[config.mk]
export PLATFORM = sky130hd
export DESIGN_NAME = multichannel_event_classifier_flat
export DESIGN_NICKNAME = d
export VERILOG_FILES = /design/src/rtl/multichannel_event_classifier_if.sv /design/src/rtl/multichannel_event_classifier.sv /design/src/flat_wrapper.sv
export SDC_FILE = /design/constraint.sdc
export NUM_CORES = 1
export LEC_CHECK = 0
export BUFFER_PORTS_ARGS = -buffer_cell sky130_fd_sc_hd__clkbuf_2
export CAP_MARGIN = 10
export CORE_ASPECT_RATIO = 1.2
export CORE_MARGIN = 5
export CORE_UTILIZATION = 39
export DETAILED_ROUTE_END_ITERATION = 10
export GPL_TIMING_DRIVEN = 1
export PLACE_DENSITY = 0.64
export SKIP_LAST_GASP = 1
export SLEW_MARGIN = 40
export SYNTH_ARGS = -nofsm -noshare
export SYNTH_HDL_FRONTEND = slang
export SYNTH_SLANG_ARGS = --single-unit
[constraint.sdc]
create_clock -name clk -period 5.3 [get_ports clk]
set_input_delay 0.265 -clock clk [delete_from_list [all_inputs] [get_ports clk]]
set_output_delay 0.265 -clock clk [all_outputs]
set_load 0.03 [all_outputs]
[src/rtl/multichannel_event_classifier_if.sv]
// Sample/class bundle for the multichannel event classifier.
// master: detector side + class consumer; slave: the classifier.
interface multichannel_event_classifier_if #(
  parameter int NUM_CH = 4
);
  logic                sample_valid;
  logic [NUM_CH-1:0]   detection;
  logic [NUM_CH-1:0]   ch_enable;
  logic [2*NUM_CH-1:0] class_out;
  logic [1:0]          global_class;
  logic                class_valid;
  logic                class_change;

  modport master (
    output sample_valid, detection, ch_enable,
    input  class_out, global_class,
    input  class_valid, class_change
  );

  modport slave (
    input  sample_valid, detection, ch_enable,
    output class_out, global_class,
    output class_valid, class_change
  );
endinterface

[src/rtl/multichannel_event_classifier.sv]
// Per-channel excitability classifier (C/B/A) with decay, timeout, refractory.
// Ports: clk, reset (sync, active-high), bus (slave modport of the _if bundle).
module multichannel_event_classifier #(
  parameter int NUM_CH       = 4,
  parameter int EXC_W        = 16,
  parameter int CNT_W        = 16,
  parameter int EXC_STEP     = 100,
  parameter int EXC_SAT      = 1000,
  parameter int A_LEVEL      = 500,
  parameter int B_LEVEL      = 100,
  parameter int CONFIRM_A    = 5,
  parameter int DECAY_PERIOD = 1000,
  parameter int DECAY_STEP   = 100,
  parameter int TIMEOUT      = 10000,
  parameter int REFRACTORY   = 10000
) (
  input logic clk,
  input logic reset,
  multichannel_event_classifier_if.slave bus
);
  localparam int CF_W = $clog2(CONFIRM_A + 1);

  localparam logic [1:0] CL_C = 2'd0;
  localparam logic [1:0] CL_B = 2'd1;
  localparam logic [1:0] CL_A = 2'd2;

  localparam logic [EXC_W:0]   STEP_X = (EXC_W+1)'(EXC_STEP);
  localparam logic [EXC_W:0]   SAT_X  = (EXC_W+1)'(EXC_SAT);
  localparam logic [EXC_W:0]   DEC_X  = (EXC_W+1)'(DECAY_STEP);
  localparam logic [EXC_W-1:0] A_E    = EXC_W'(A_LEVEL);
  localparam logic [EXC_W-1:0] B_E    = EXC_W'(B_LEVEL);
  localparam logic [CNT_W-1:0] PER_C  = CNT_W'(DECAY_PERIOD);
  localparam logic [CNT_W-1:0] TO_C   = CNT_W'(TIMEOUT);
  localparam logic [CNT_W-1:0] REF_C  = CNT_W'(REFRACTORY);
  localparam logic [CNT_W-1:0] ONE_C  = CNT_W'(1);
  localparam logic [CF_W-1:0]  CF_C   = CF_W'(CONFIRM_A);
  localparam logic [CF_W-1:0]  CF_ONE = CF_W'(1);

  logic [1:0]        cls [NUM_CH];
  logic [NUM_CH-1:0] chg;
  logic [1:0]        gmax;
  logic [1:0]        gc_q;
  logic              sv_d;
  logic              chg_d;
  logic              cv_q;
  logic              cc_q;

  for (genvar i = 0; i < NUM_CH; i++) begin : g_ch
    logic [EXC_W-1:0] exc, exc_n;
    logic [CNT_W-1:0] quiet, quiet_n;
    logic [CNT_W-1:0] since, since_n;
    logic [CNT_W-1:0] refr, refr_n;
    logic [CF_W-1:0]  conf, conf_n;
    logic [1:0]       cl, cl_n;
    logic [EXC_W:0]   sum;
    logic             det;
    logic             tmo;

    assign det = bus.detection[i];

    always_ff @(posedge clk) begin
      if (reset) begin
        exc   <= '0;
        quiet <= '0;
        since <= '0;
        refr  <= '0;
        conf  <= '0;
        cl    <= CL_C;
      end else begin
        exc   <= exc_n;
        quiet <= quiet_n;
        since <= since_n;
        refr  <= refr_n;
        conf  <= conf_n;
        cl    <= cl_n;
      end
    end

    always_comb begin
      exc_n   = exc;
      quiet_n = quiet;
      since_n = since;
      refr_n  = refr;
      conf_n  = conf;
      cl_n    = cl;
      sum     = {1'b0, exc} + STEP_X;
      tmo     = 1'b0;
      if (!bus.ch_enable[i]) begin
        exc_n   = '0;
        quiet_n = '0;
        since_n = '0;
        refr_n  = '0;
        conf_n  = '0;
        cl_n    = CL_C;
      end else if (bus.sample_valid) begin
        if (refr != '0) refr_n = refr - ONE_C;
        if (det) begin
          exc_n   = (sum > SAT_X) ? SAT_X[EXC_W-1:0]
                                  : sum[EXC_W-1:0];
          quiet_n = '0;
          since_n = '0;
        end else begin
          quiet_n = quiet + ONE_C;
          if (since != TO_C) since_n = since + ONE_C;
          if (quiet_n == PER_C) begin
            quiet_n = '0;
            exc_n   = ({1'b0, exc} > DEC_X)
                    ? exc - DEC_X[EXC_W-1:0] : '0;
          end
          tmo = (since_n == TO_C);
        end
        if (tmo) begin
          exc_n  = '0;
          conf_n = '0;
          cl_n   = CL_C;
          if (cl == CL_A) refr_n = REF_C;
        end else begin
          if (exc_n >= A_E)
            conf_n = (conf == CF_C) ? conf : conf + CF_ONE;
          else
            conf_n = '0;
          // C->B gate uses refr before this sample's decrement
          unique case (cl)
            CL_C: begin
              if (conf_n == CF_C) cl_n = CL_A;
              else if (exc_n >= B_E && refr == '0) cl_n = CL_B;
            end
            CL_B: begin
              if (conf_n == CF_C) cl_n = CL_A;
              else if (exc_n < B_E) cl_n = CL_C;
            end
            CL_A: begin
              if (exc_n < B_E) begin
                cl_n   = CL_C;
                refr_n = REF_C;
              end else if (exc_n < A_E) begin
                cl_n   = CL_B;
                refr_n = REF_C;
              end
            end
            default: cl_n = CL_C;
          endcase
        end
      end
    end

    assign cls[i] = cl;
    assign chg[i] = bus.sample_valid & (cl_n != cl);
    assign bus.class_out[2*i +: 2] = cl;
  end

  always_comb begin
    gmax = CL_C;
    for (int i = 0; i < NUM_CH; i++)
      if (bus.ch_enable[i] && cls[i] > gmax) gmax = cls[i];
  end

  // second stage: global class lines up with the delayed strobe
  always_ff @(posedge clk) begin
    if (reset) begin
      sv_d  <= 1'b0;
      chg_d <= 1'b0;
      gc_q  <= CL_C;
      cv_q  <= 1'b0;
      cc_q  <= 1'b0;
    end else begin
      sv_d  <= bus.sample_valid;
      chg_d <= |chg;
      gc_q  <= gmax;
      cv_q  <= sv_d;
      cc_q  <= chg_d;
    end
  end

  assign bus.global_class = gc_q;
  assign bus.class_valid  = cv_q;
  assign bus.class_change = cc_q;
endmodule

[src/flat_wrapper.sv]
// flat-port wrapper written by rule: the top's interface ports become plain ports
module multichannel_event_classifier_flat 
#(
  parameter int NUM_CH       = 4,
  parameter int EXC_W        = 16,
  parameter int CNT_W        = 16,
  parameter int EXC_STEP     = 100,
  parameter int EXC_SAT      = 1000,
  parameter int A_LEVEL      = 500,
  parameter int B_LEVEL      = 100,
  parameter int CONFIRM_A    = 5,
  parameter int DECAY_PERIOD = 1000,
  parameter int DECAY_STEP   = 100,
  parameter int TIMEOUT      = 10000,
  parameter int REFRACTORY   = 10000
)
  (clk, reset, bus_sample_valid, bus_detection, bus_ch_enable, bus_class_out, bus_global_class, bus_class_valid, bus_class_change);
  multichannel_event_classifier_if #(.NUM_CH(NUM_CH)) bus_i ();
  input logic clk;
  input logic reset;
  input wire logic [$bits(bus_i.sample_valid)-1:0] bus_sample_valid;
  input wire logic [$bits(bus_i.detection)-1:0] bus_detection;
  input wire logic [$bits(bus_i.ch_enable)-1:0] bus_ch_enable;
  output wire logic [$bits(bus_i.class_out)-1:0] bus_class_out;
  output wire logic [$bits(bus_i.global_class)-1:0] bus_global_class;
  output wire logic [$bits(bus_i.class_valid)-1:0] bus_class_valid;
  output wire logic [$bits(bus_i.class_change)-1:0] bus_class_change;
  assign bus_i.sample_valid = bus_sample_valid;
  assign bus_i.detection = bus_detection;
  assign bus_i.ch_enable = bus_ch_enable;
  assign bus_class_out = bus_i.class_out;
  assign bus_global_class = bus_i.global_class;
  assign bus_class_valid = bus_i.class_valid;
  assign bus_class_change = bus_i.class_change;
  multichannel_event_classifier #(.NUM_CH(NUM_CH), .EXC_W(EXC_W), .CNT_W(CNT_W), .EXC_STEP(EXC_STEP), .EXC_SAT(EXC_SAT), .A_LEVEL(A_LEVEL), .B_LEVEL(B_LEVEL), .CONFIRM_A(CONFIRM_A), .DECAY_PERIOD(DECAY_PERIOD), .DECAY_STEP(DECAY_STEP), .TIMEOUT(TIMEOUT), .REFRACTORY(REFRACTORY)) u_core (.clk(clk), .reset(reset), .bus(bus_i));
endmodule
==> results of run 1 <==
[registers in the layout, summed over array words and instances (netlist names)]
name / flops
u_core.g_ch.exc: 64
u_core.g_ch.quiet: 64
u_core.g_ch.refr: 64
u_core.g_ch.since: 64
u_core.g_ch.conf: 12
u_core.g_ch.cl: 8
u_core.bus.global_class: 2
u_core.bus.class_change: 1
u_core.bus.class_valid: 1
u_core.chg_d: 1
u_core.sv_d: 1
[final cells by class]
cell class                      count  area, sq um
Antenna cell                        1         2.50
Timing Repair Buffer               42          267
Clock inverter                      6         58.8
Multi-Input combinational cell   2198        13000
Tap cell                          644          806
Clock buffer                       52          980
Sequential cell                   282         5650
Inverter                           79          299
Fill cell                        4989        29000
[cell usage after synthesis, types with 35 or more instances]
master    count
nor2_1      414
dfxtp_1     282
nand2_1     243
a21oi_1     219
o21ai_0     162
clkbuf_1    150
nand3_1     129
nor3_1      111
inv_1        78
xnor2_1      69
a22oi_1      60
nor4_1       57
and3_1       50
ha_1         42
nand4_1      41
xor2_1       36
and2_1       35
or3_1        35
[kinds of logic after synthesis]
| family | count (synthesis) |
|---|---|
| XOR/XNOR | 105 |
| AO/OA/AOI/OAI | 716 |
| buffers and inverters | 254 |
| AND/OR/NAND/NOR | 1309 |
| adder cells (fa/ha/maj) | 43 |
| multiplexers | 25 |
| flip-flops | 282 |
[layout by cell type (no fill, tap or decap), types with 42 or more instances in the layout]
cell,n
xnor2_1,69
nand2_1,243
dfxtp_1,282
nor2_1,414
nand3_1,129
and3_1,50
inv_1,78
nor3_1,111
o21ai_0,161
nor4_1,57
a22oi_1,60
a21oi_1,219
ha_1,42
[worst max-delay path, delay by kind of cell (launching register included)]
family / cells / cell delay [ns]
AOI/OAI and AO/OA: 4 / 1.13
DFF: 1 / 0.50
and+or+nand+nor: 9 / 3.01
[per-layer routing]
| metal | part of all wire | routed length (microns) |
|---|---|---|
| met1 | 0.44 | 22900 |
| met2 | 0.49 | 25400 |
| met3 | 0.047 | 2450 |
| met4 | 0.023 | 1200 |
| met5 | 0 | 0 |
[repair_timing]
item,in CTS,in global routing
gates resized for setup,0,0
endpoints found under the setup margin,0,3
buffers inserted,0,4
[metrics by stage]
| stage | std cells | power (uW) | setup WS [ns] | hold WS, ns |
|---|---|---|---|---|
| 2_1_floorplan | 2734 | 4960 | 1.61 | 0.414 |
| 3_3_place_gp | 3241 | 5430 | 0.711 | 0.438 |
| 3_5_place_dp | 3241 | 5490 | 0.475 | 0.431 |
| 4_1_cts | 3299 | 7780 | 0.445 | 0.0956 |
| 5_1_grt | 3303 | 8260 | 0.255 | 0.114 |
| 6_report | 3304 | 7720 | 0.566 | 0.128 |
[worst paths after layout]
| kind | end | startpoint | cells after the start |
|---|---|---|---|
| hold / removal | u_core.g_ch[3].cl[1] | bus_ch_enable[3] | 3 |
| setup reg to reg | u_core.g_ch[0].refr[1] | u_core.g_ch[0].quiet[4] | 13 |
| hold reg to reg | u_core.bus.class_valid | u_core.sv_d | 1 |
| setup / recovery | u_core.g_ch[0].refr[1] | u_core.g_ch[0].quiet[4] | 13 |
[power groups by stage]
stage	Sequential (uW)	Combinational, uW	Clock [uW]
after floorplan	2570	2400	0
after global placement	2600	2830	0
after detailed placement	2610	2880	0
after CTS	2560	2910	2300
after global routing	2600	3270	2380
final	2570	2920	2230
==> impl_results.md, run 1 <==
* Final WL at 51900 microns
* Fmax at 211 MHz
* Die Wd at 215 microns
* RSZ-0062 raised after global routing: false
* Clk network pwr share at 0.289
* Post-Synth Adder-Cell Area at 0.0273
* Vias post-DR at 19.7k
* Dominant synthesized flop cell: dfxtp_1
* Vias per std cell at 5.96
* Crit. End Element: register
* Placed wire-length estimate at 35100 microns
* Global-route wire length before repair at 87200 microns
* WL/cell at 15.7 microns
* Final setup skew at 0.0233 ns
* Leakage at 0.00715 uW
* Total negative slack at 0 ns
* Combinational share of power at 0.378
* CTS H-Tree Depth at 2
* Top post-synthesis cells by area: dfxtp_1 (29%), nor2_1 (7.9%), a21oi_1 (5.6%)
* Post-Synth XOR/XNOR Area at 0.0468
* Grt met2 use at 0.315
* Core Util, Final at 0.421
* Clk Tree Root Cell: clkbuf_16
* Synth warn at 0
* Post-synth EDFFs at 0
* Crit path DAT at 5.17 ns
* Crit path max-delay cell type: nor4_1
* R2R Setup Slk at 0.57 ns
* Synth Instances at 2734
* Initial Utilization at 0.392
* Critical path type: reg -> reg
* Switching fraction of total power at 0.372
* Startpoint Class: register
* Final setup viols at 0
* Worst-path clk slew at 0.06 ns
* Critical path fanouts, max at 14
* Power per Cell Area at 366 mW/mm^2
* Endpoints failing hold at 0
* Max Slew Vio Count at 0
* Placement row count at 90
* GPL Wtd Cong at 0.920
* CTS Buffer Depth at 3
* Syn Area/Cell at 7.18 sq um
* Largest net degree at the start of global routing at 72
* Share of the synthesized area in the top cell type at 0.287
* Starting DRT DRC Count at 1859
* Synth area leader: dfxtp_1
* Post-synthesis mux area share at 0.0134
* Vias in the first global route at 18.3k
* P_int at 4850 uW
* Initial antenna violation count at 1
* Ys async rst share at 0
* Most used routing layer: met2
* IO buf count at 22
* Fraction of layout cells with a size suffix above 1 at 0.0651
* Clock insertion delay at the later pin of the skew report at 0.53 ns
* Most frequent CP cell: nand2_1
* Synth Area in Simple Gates at 0.337
* Syn nets at 2787
* Mapped Area at 0.0196 sq mm
* Pre-antenna DRT Iters at 5
* Grt total ovfl at 0
* DRC errors left at 0
* Chip height at 256 microns
* Crit path required time at 5.74 ns
* Synth unique cells at 118
* Max Cap Viol at 0
* Switch Pwr at 2870 uW
* DP Area at 0.0200 sq mm
* Post-DRT Antenna Nets at 0
* Worst Tran Pin Value at 0.794 ns
* Largest family of logic cells by synthesized area: simple AND/OR/NAND/NOR gates
* Yosys reg bits at 282
* Status: finished, final reports clean
* Post-route design area at 0.0211 sq mm
* Met1 usage at 0.223
* Post-synthesis compound-gate area fraction at 0.238
* Fin crit period at 4.73 ns
* HP Class: in -> reg
* Die area at 0.0550 sq mm
* Core Region at 0.0501 sq mm
* Sequential share of power at 0.333
* Seq/Total Area, Yosys at 0.287
* Ports at 23
* Fin crit share at 0.893
* Layout Nets at 2690
* Maximum vdd drop at 0.205 mV
* Post-CTS Hold Buffers at 0
* Max-slew headroom at 0.469
* Syn-to-layout area delta at 7.43%
* CTS Buf Count at 34
* Largest stage delay, worst path at 0.62 ns
* CTS tree: yes
* Met3 Track Usage GR at 0.0261
* GRT Total Usage at 0.179
* Cells along the critical path: nand3_2 -> nor4_1 -> o2bb2ai_1 -> nand3_1 -> or2_2 -> o41ai_1 -> o31ai_1 -> and4bb_1 -> nand2_1 -> nand2_1 -> nand4_1 -> nand2b_1 -> a211oi_1
* Clk sinks at 282
Power figures use the tool's default switching activity.
==> inputs of run 2 (changes only) <==
RECOVER_POWER = 25   (was not set)
==> run 2 against run 1 <==
The run now ends with capacitance limit, slew limit left. Combinational power hardly changed. Fmax up 0.64%. Sequential power hardly changed. Critical endpoint unchanged. Hold slack gained 0.0014 ns. Wire length is 0.17% higher. Non-clock buffer count is the same. Via count about the same. Clock power is essentially flat. Register-to-register slack better by 0.03 ns.
==> impl_results.md, run 2 (synthesized netlist as in run 1, its figures left out) <==
* Met3 Track Usage GR at 0.0261
* Most used routing layer: met2
* GRT Total Usage at 0.179
* Cts repair resizes at 0
* Total negative slack at 0 ns
* CTS H-Tree Depth at 2
* Die area at 0.0550 sq mm
* Global-route wire length before repair at 87200 microns
* Die Wd at 215 microns
* Maximum vdd drop at 0.204 mV
* Grt total ovfl at 0
* Worst Tran Pin Value at 2.21 ns
* DP Area at 0.0200 sq mm
* Critical path type: reg -> reg
* Vias per std cell at 5.96
* Initial antenna violation count at 1
* Grt met2 use at 0.315
* Fmax at 213 MHz
* Starting DRT DRC Count at 1739
* Crit. End Element: register
* CTS Buf Count at 34
* Clk sinks at 282
* Met1 usage at 0.223
* Fin crit share at 0.888
* Final setup skew at 0.0251 ns
* Placement row count at 90
* Status: complete, but fails checks
* Endpoints failing hold at 0
* Commonest non-fill, non-tap cell in the layout: nor2_1
* Max-slew headroom at -0.484
* Critical path fanouts, max at 14
* Core Util, Final at 0.420
* Ports at 23
* Initial Utilization at 0.392
* Syn-to-layout area delta at 7.26%
* Power per Cell Area at 366 mW/mm^2
* Largest net degree at the start of global routing at 72
* Pre-antenna DRT Iters at 6
* CTS tree: yes
* Startpoint Class: register
* CTS Buffer Depth at 3
* HP Class: in -> reg
* Final WL at 52000 microns
* Fin crit period at 4.70 ns
* Post-DRT Antenna Nets at 0
* GPL Wtd Cong at 0.920
* WL/cell at 15.7 microns
* Placed cells at 3241
* Vias post-DR at 19.7k
* Leakage at 0.00709 uW
* Clk Tree Root Cell: clkbuf_16
* Clock insertion delay at the later pin of the skew report at 0.53 ns
* Vias in the first global route at 18.3k
* Most frequent cells in the layout: nor2_1 (414), dfxtp_1 (282), nand2_1 (243)
* Failing checks: capacitance limit, slew limit
* Core Region at 0.0501 sq mm
* Non-filler cells in the finished layout at 3304
* Max Cap Viol at 1
* Layout Nets at 2690
* Max Slew Vio Count at 50
* Crit path DAT at 5.14 ns
* Worst-path clk slew at 0.06 ns
* Crit path required time at 5.74 ns
* Placed wire-length estimate at 35100 microns
* DRC errors left at 0
* IO buf count at 22
* Hold slack at 0.130 ns
* Chip height at 256 microns
* Final setup viols at 0
* Post-route design area at 0.0211 sq mm
* Fraction of layout cells with a size suffix above 1 at 0.0587
* RSZ-0062 raised after global routing: false
-- run 2: changes by cell type in the layout (fill, tap and decap cells not counted), sizes merged --
cell      delta
clkbuf       +4
buf          -4
inv          -1
clkinvlp     +1
-- run 2: metal layers --
metal | share of wire | up-vias | wire, microns
met5 | 0 | - | 0
met4 | 0.024 | 0 | 1250
met2 | 0.49 | 502 | 25300
met1 | 0.44 | 9295 | 22900
met3 | 0.050 | 103 | 2570
li1 | - | 9778 | -
-- run 2: worst paths after layout --
path	slack, ns	depth (start not counted)	start	to
min	0.13	3	bus_ch_enable[3]	u_core.g_ch[3].cl[1]
max reg2reg	0.60	13	u_core.g_ch[0].quiet[4]	u_core.g_ch[0].refr[1]
min reg2reg	0.45	1	u_core.sv_d	u_core.bus.class_valid
max	0.60	13	u_core.g_ch[0].quiet[4]	u_core.g_ch[0].refr[1]
-- run 2: metrics by stage --
stage | power, uW | setup slack, ns
after detailed placement | 5490 | 0.475
final | 7720 | 0.596
after global routing | 8250 | 0.252
after global placement | 5430 | 0.711
after CTS | 7780 | 0.445
after floorplan | 4960 | 1.61
-- run 2: repair_timing --
action                                  in CTS  in global routing
buffers inserted                             0                  4
hold buffers                                 0                  0
endpoints found under the setup margin       0                  3
-- run 2: worst max-delay path, cell delays in order, from the launching register on --
cell       delay [ns]
dfxtp_1          0.50
nand3_2          0.23
nor4_1           0.62
o2bb2ai_1        0.22
nand3_1          0.43
or2_2            0.57
o41ai_1          0.51
o31ai_1          0.14
and4bb_1         0.31
nand2_1          0.12
nand2_1          0.17
nand4_1          0.27
nand2b_1         0.28
a211oi_1         0.24
-- run 2: final cells by class --
type                    count  area, sq um
flip-flops and latches    282         5650
repair buffers             42          235
clock buffers              52          980
clock inverters             6         58.8
diodes                      1         2.50
fillers                  5000        29000
multi-input cells        2198        13000
inverters                  79          298
well taps                 644          806
-- run 2: power by group --
part	internal, uW	switching (uW)
combinational	1190	1720
clock	1320	917
sequential	2340	231
total	4850	2870
==> inputs of run 3 (changes only) <==
CTS_BUF_LIST = sky130_fd_sc_hd__clkbuf_2   (was not set)
==> run 3 against run 2 <==
The flow still finishes with violations (capacitance limit, slew limit). Die area stayed put. Wire length is 1.1% higher. Count of clock-buffer cells in the layout is 54 higher. Flip-flop and latch count stayed put. Critical path depth is 2 higher. Sequential share of layout area is 0.27 points higher. Sequential power hardly changed. Core utilization is 0.42 points lower. Non-clock buffer count is 13 higher. Clock power is 31% lower. Critical path type unchanged.
==> impl_results.md, run 3 (synthesized netlist as in run 1, its figures left out) <==
* Status: complete, but fails checks
* Failing checks: capacitance limit, slew limit
* Placement row count at 90
* Grt total ovfl at 0
* Leakage at 0.00717 uW
* Largest net degree at the start of global routing at 72
* Fraction of layout cells with a size suffix above 1 at 0.0844
* Commonest non-fill, non-tap cell in the layout: nor2_1
* Worst Tran Pin Value at 2.21 ns
* Placed wire-length estimate at 35100 microns
* Final setup skew at 0.0915 ns
* Power per Cell Area at 338 mW/mm^2
* Core Region at 0.0501 sq mm
* Fmax at 202 MHz
* Area of the multi-input gates at 0.0131 sq mm
* Die Wd at 215 microns
* Max-slew headroom at -0.478
* Critical path fanouts, max at 10
* Final setup viols at 0
* Worst-path clk slew at 0.11 ns
* Crit path required time at 6.17 ns
* WL/cell at 15.5 microns
* Die area at 0.0550 sq mm
* GRT Total Usage at 0.182
* Fin crit period at 4.94 ns
* Max Cap Viol at 1
* Pre-antenna DRT Iters at 5
* Layout Nets at 2745
* Crit. End Element: register
* Clock insertion delay at the later pin of the skew report at 1.02 ns
* Clk sinks at 282
* Startpoint Class: register
* CTS tree: yes
* CTS Buffer Depth at 3
* Global-route wire length before repair at 88100 microns
* DRC errors left at 0
* Initial antenna violation count at 2
* Vias in the first global route at 18.7k
* HP Class: in -> reg
* Vias post-DR at 20.0k
* Final Power at 7040 uW
* IO buf count at 22
* Vias per std cell at 5.91
* Hold slack at 0.272 ns
* Number of fill cells in the layout at 5099
* Initial Utilization at 0.392
* Largest stage delay, worst path at 0.58 ns
* Crit path max-delay cell type: dlygate4sd3_1
* CTS Buf Count at 76
* Reg area at 0.00565 sq mm
* Total negative slack at 0 ns
* GPL Wtd Cong at 0.920
* Ports at 23
* Syn-to-layout area delta at 6.20%
* Crit path DAT at 5.81 ns
* Most frequent cells in the layout: nor2_1 (414), dfxtp_1 (282), nand2_1 (243)
* CTS H-Tree Depth at 3
* Final WL at 52600 microns
* Fin crit share at 0.932
* Starting DRT DRC Count at 1911
* Max Slew Vio Count at 50
* Clk Tree Root Cell: clkbuf_2
* Endpoints failing hold at 0
* Post-DRT Antenna Nets at 0
* RSZ-0062 raised after global routing: false
* Maximum vdd drop at 0.230 mV
* Critical path type: reg -> reg
* Cells along the critical path: ha_1 -> nand3_1 -> or4_1 -> a211oi_2 -> nand2b_1 -> nor4_1 -> mux2_2 -> nor2_1 -> nand4_1 -> nor2_4 -> o221ai_1 -> nor4b_1 -> a221oi_1 -> dlygate4sd3_1 -> a311oi_1
* Chip height at 256 microns
## run 3: cell types whose count changed in the layout (fill, tap and decap cells not counted), sizes merged
cell	change
clkbuf	+53
clkinv	+20
clkinvlp	+1
dlygate4sd3	+14
inv	+1
## run 3: metal layers
metal / track usage / vias up / share of wire
met5: 0 / - / 0.00013
met4: 0.0788 / 2 / 0.024
met3: 0.0331 / 115 / 0.053
met2: 0.315 / 577 / 0.49
met1: 0.221 / 9432 / 0.44
li1: - / 9913 / -
## run 3: final cells by class
type | instances | share of cell area
diodes | 1 | 0.000120
inverters | 79 | 0.0143
repair buffers | 55 | 0.0181
clock buffers | 106 | 0.0254
flip-flops and latches | 282 | 0.271
clock inverters | 28 | 0.00672
well taps | 644 | 0.0386
multi-input cells | 2198 | 0.626
## run 3: critical path, delay by kind of cell, from the launching register on
family / cells / cell delay (ns)
AOI/OAI and AO/OA: 4 / 0.78
adders and majority gates: 1 / 0.24
buffers and inverters: 1 / 0.58
DFF: 1 / 0.40
muxes: 1 / 0.39
and+or+nand+nor: 8 / 2.47
## run 3: what timing repair did
item | 4_1_cts | 5_1_grt
hold buffers | 14 | 0
endpoints found under the setup margin | 0 | 11
setup buffers | 0 | 3
resized for setup | 0 | 3
hold endpoints to repair | 190 | 0
## run 3: final timing paths
path | end | slack, ns | depth (start not counted) | start
worst min-delay path | u_core.bus.class_valid | 0.27 | 3 | reset
worst max-delay path | u_core.chg_d | 0.36 | 15 | u_core.g_ch[2].quiet[0]
worst min register to register | u_core.bus.class_valid | 0.46 | 1 | u_core.sv_d
worst max register to register | u_core.chg_d | 0.36 | 15 | u_core.g_ch[2].quiet[0]
## run 3: power by group
group	switching [uW]	total (uW)	internal [uW]
Clock	953	1540	590
Sequential	231	2560	2330
Combinational	1730	2940	1210
Total	2910	7040	4130
## run 3: per-stage QoR
stage          worst slack (ns)  cells   util  instance area [sq um]
4_1_cts                  0.0939   3389  0.416                  20800
3_5_place_dp              0.475   3241  0.400                  20000
2_1_floorplan              1.61   2734      -                  19600
5_1_grt                  0.0197   3393  0.416                  20900
6_report                  0.360   3393  0.416                  20900
3_3_place_gp              0.711   3241  0.399                  20000
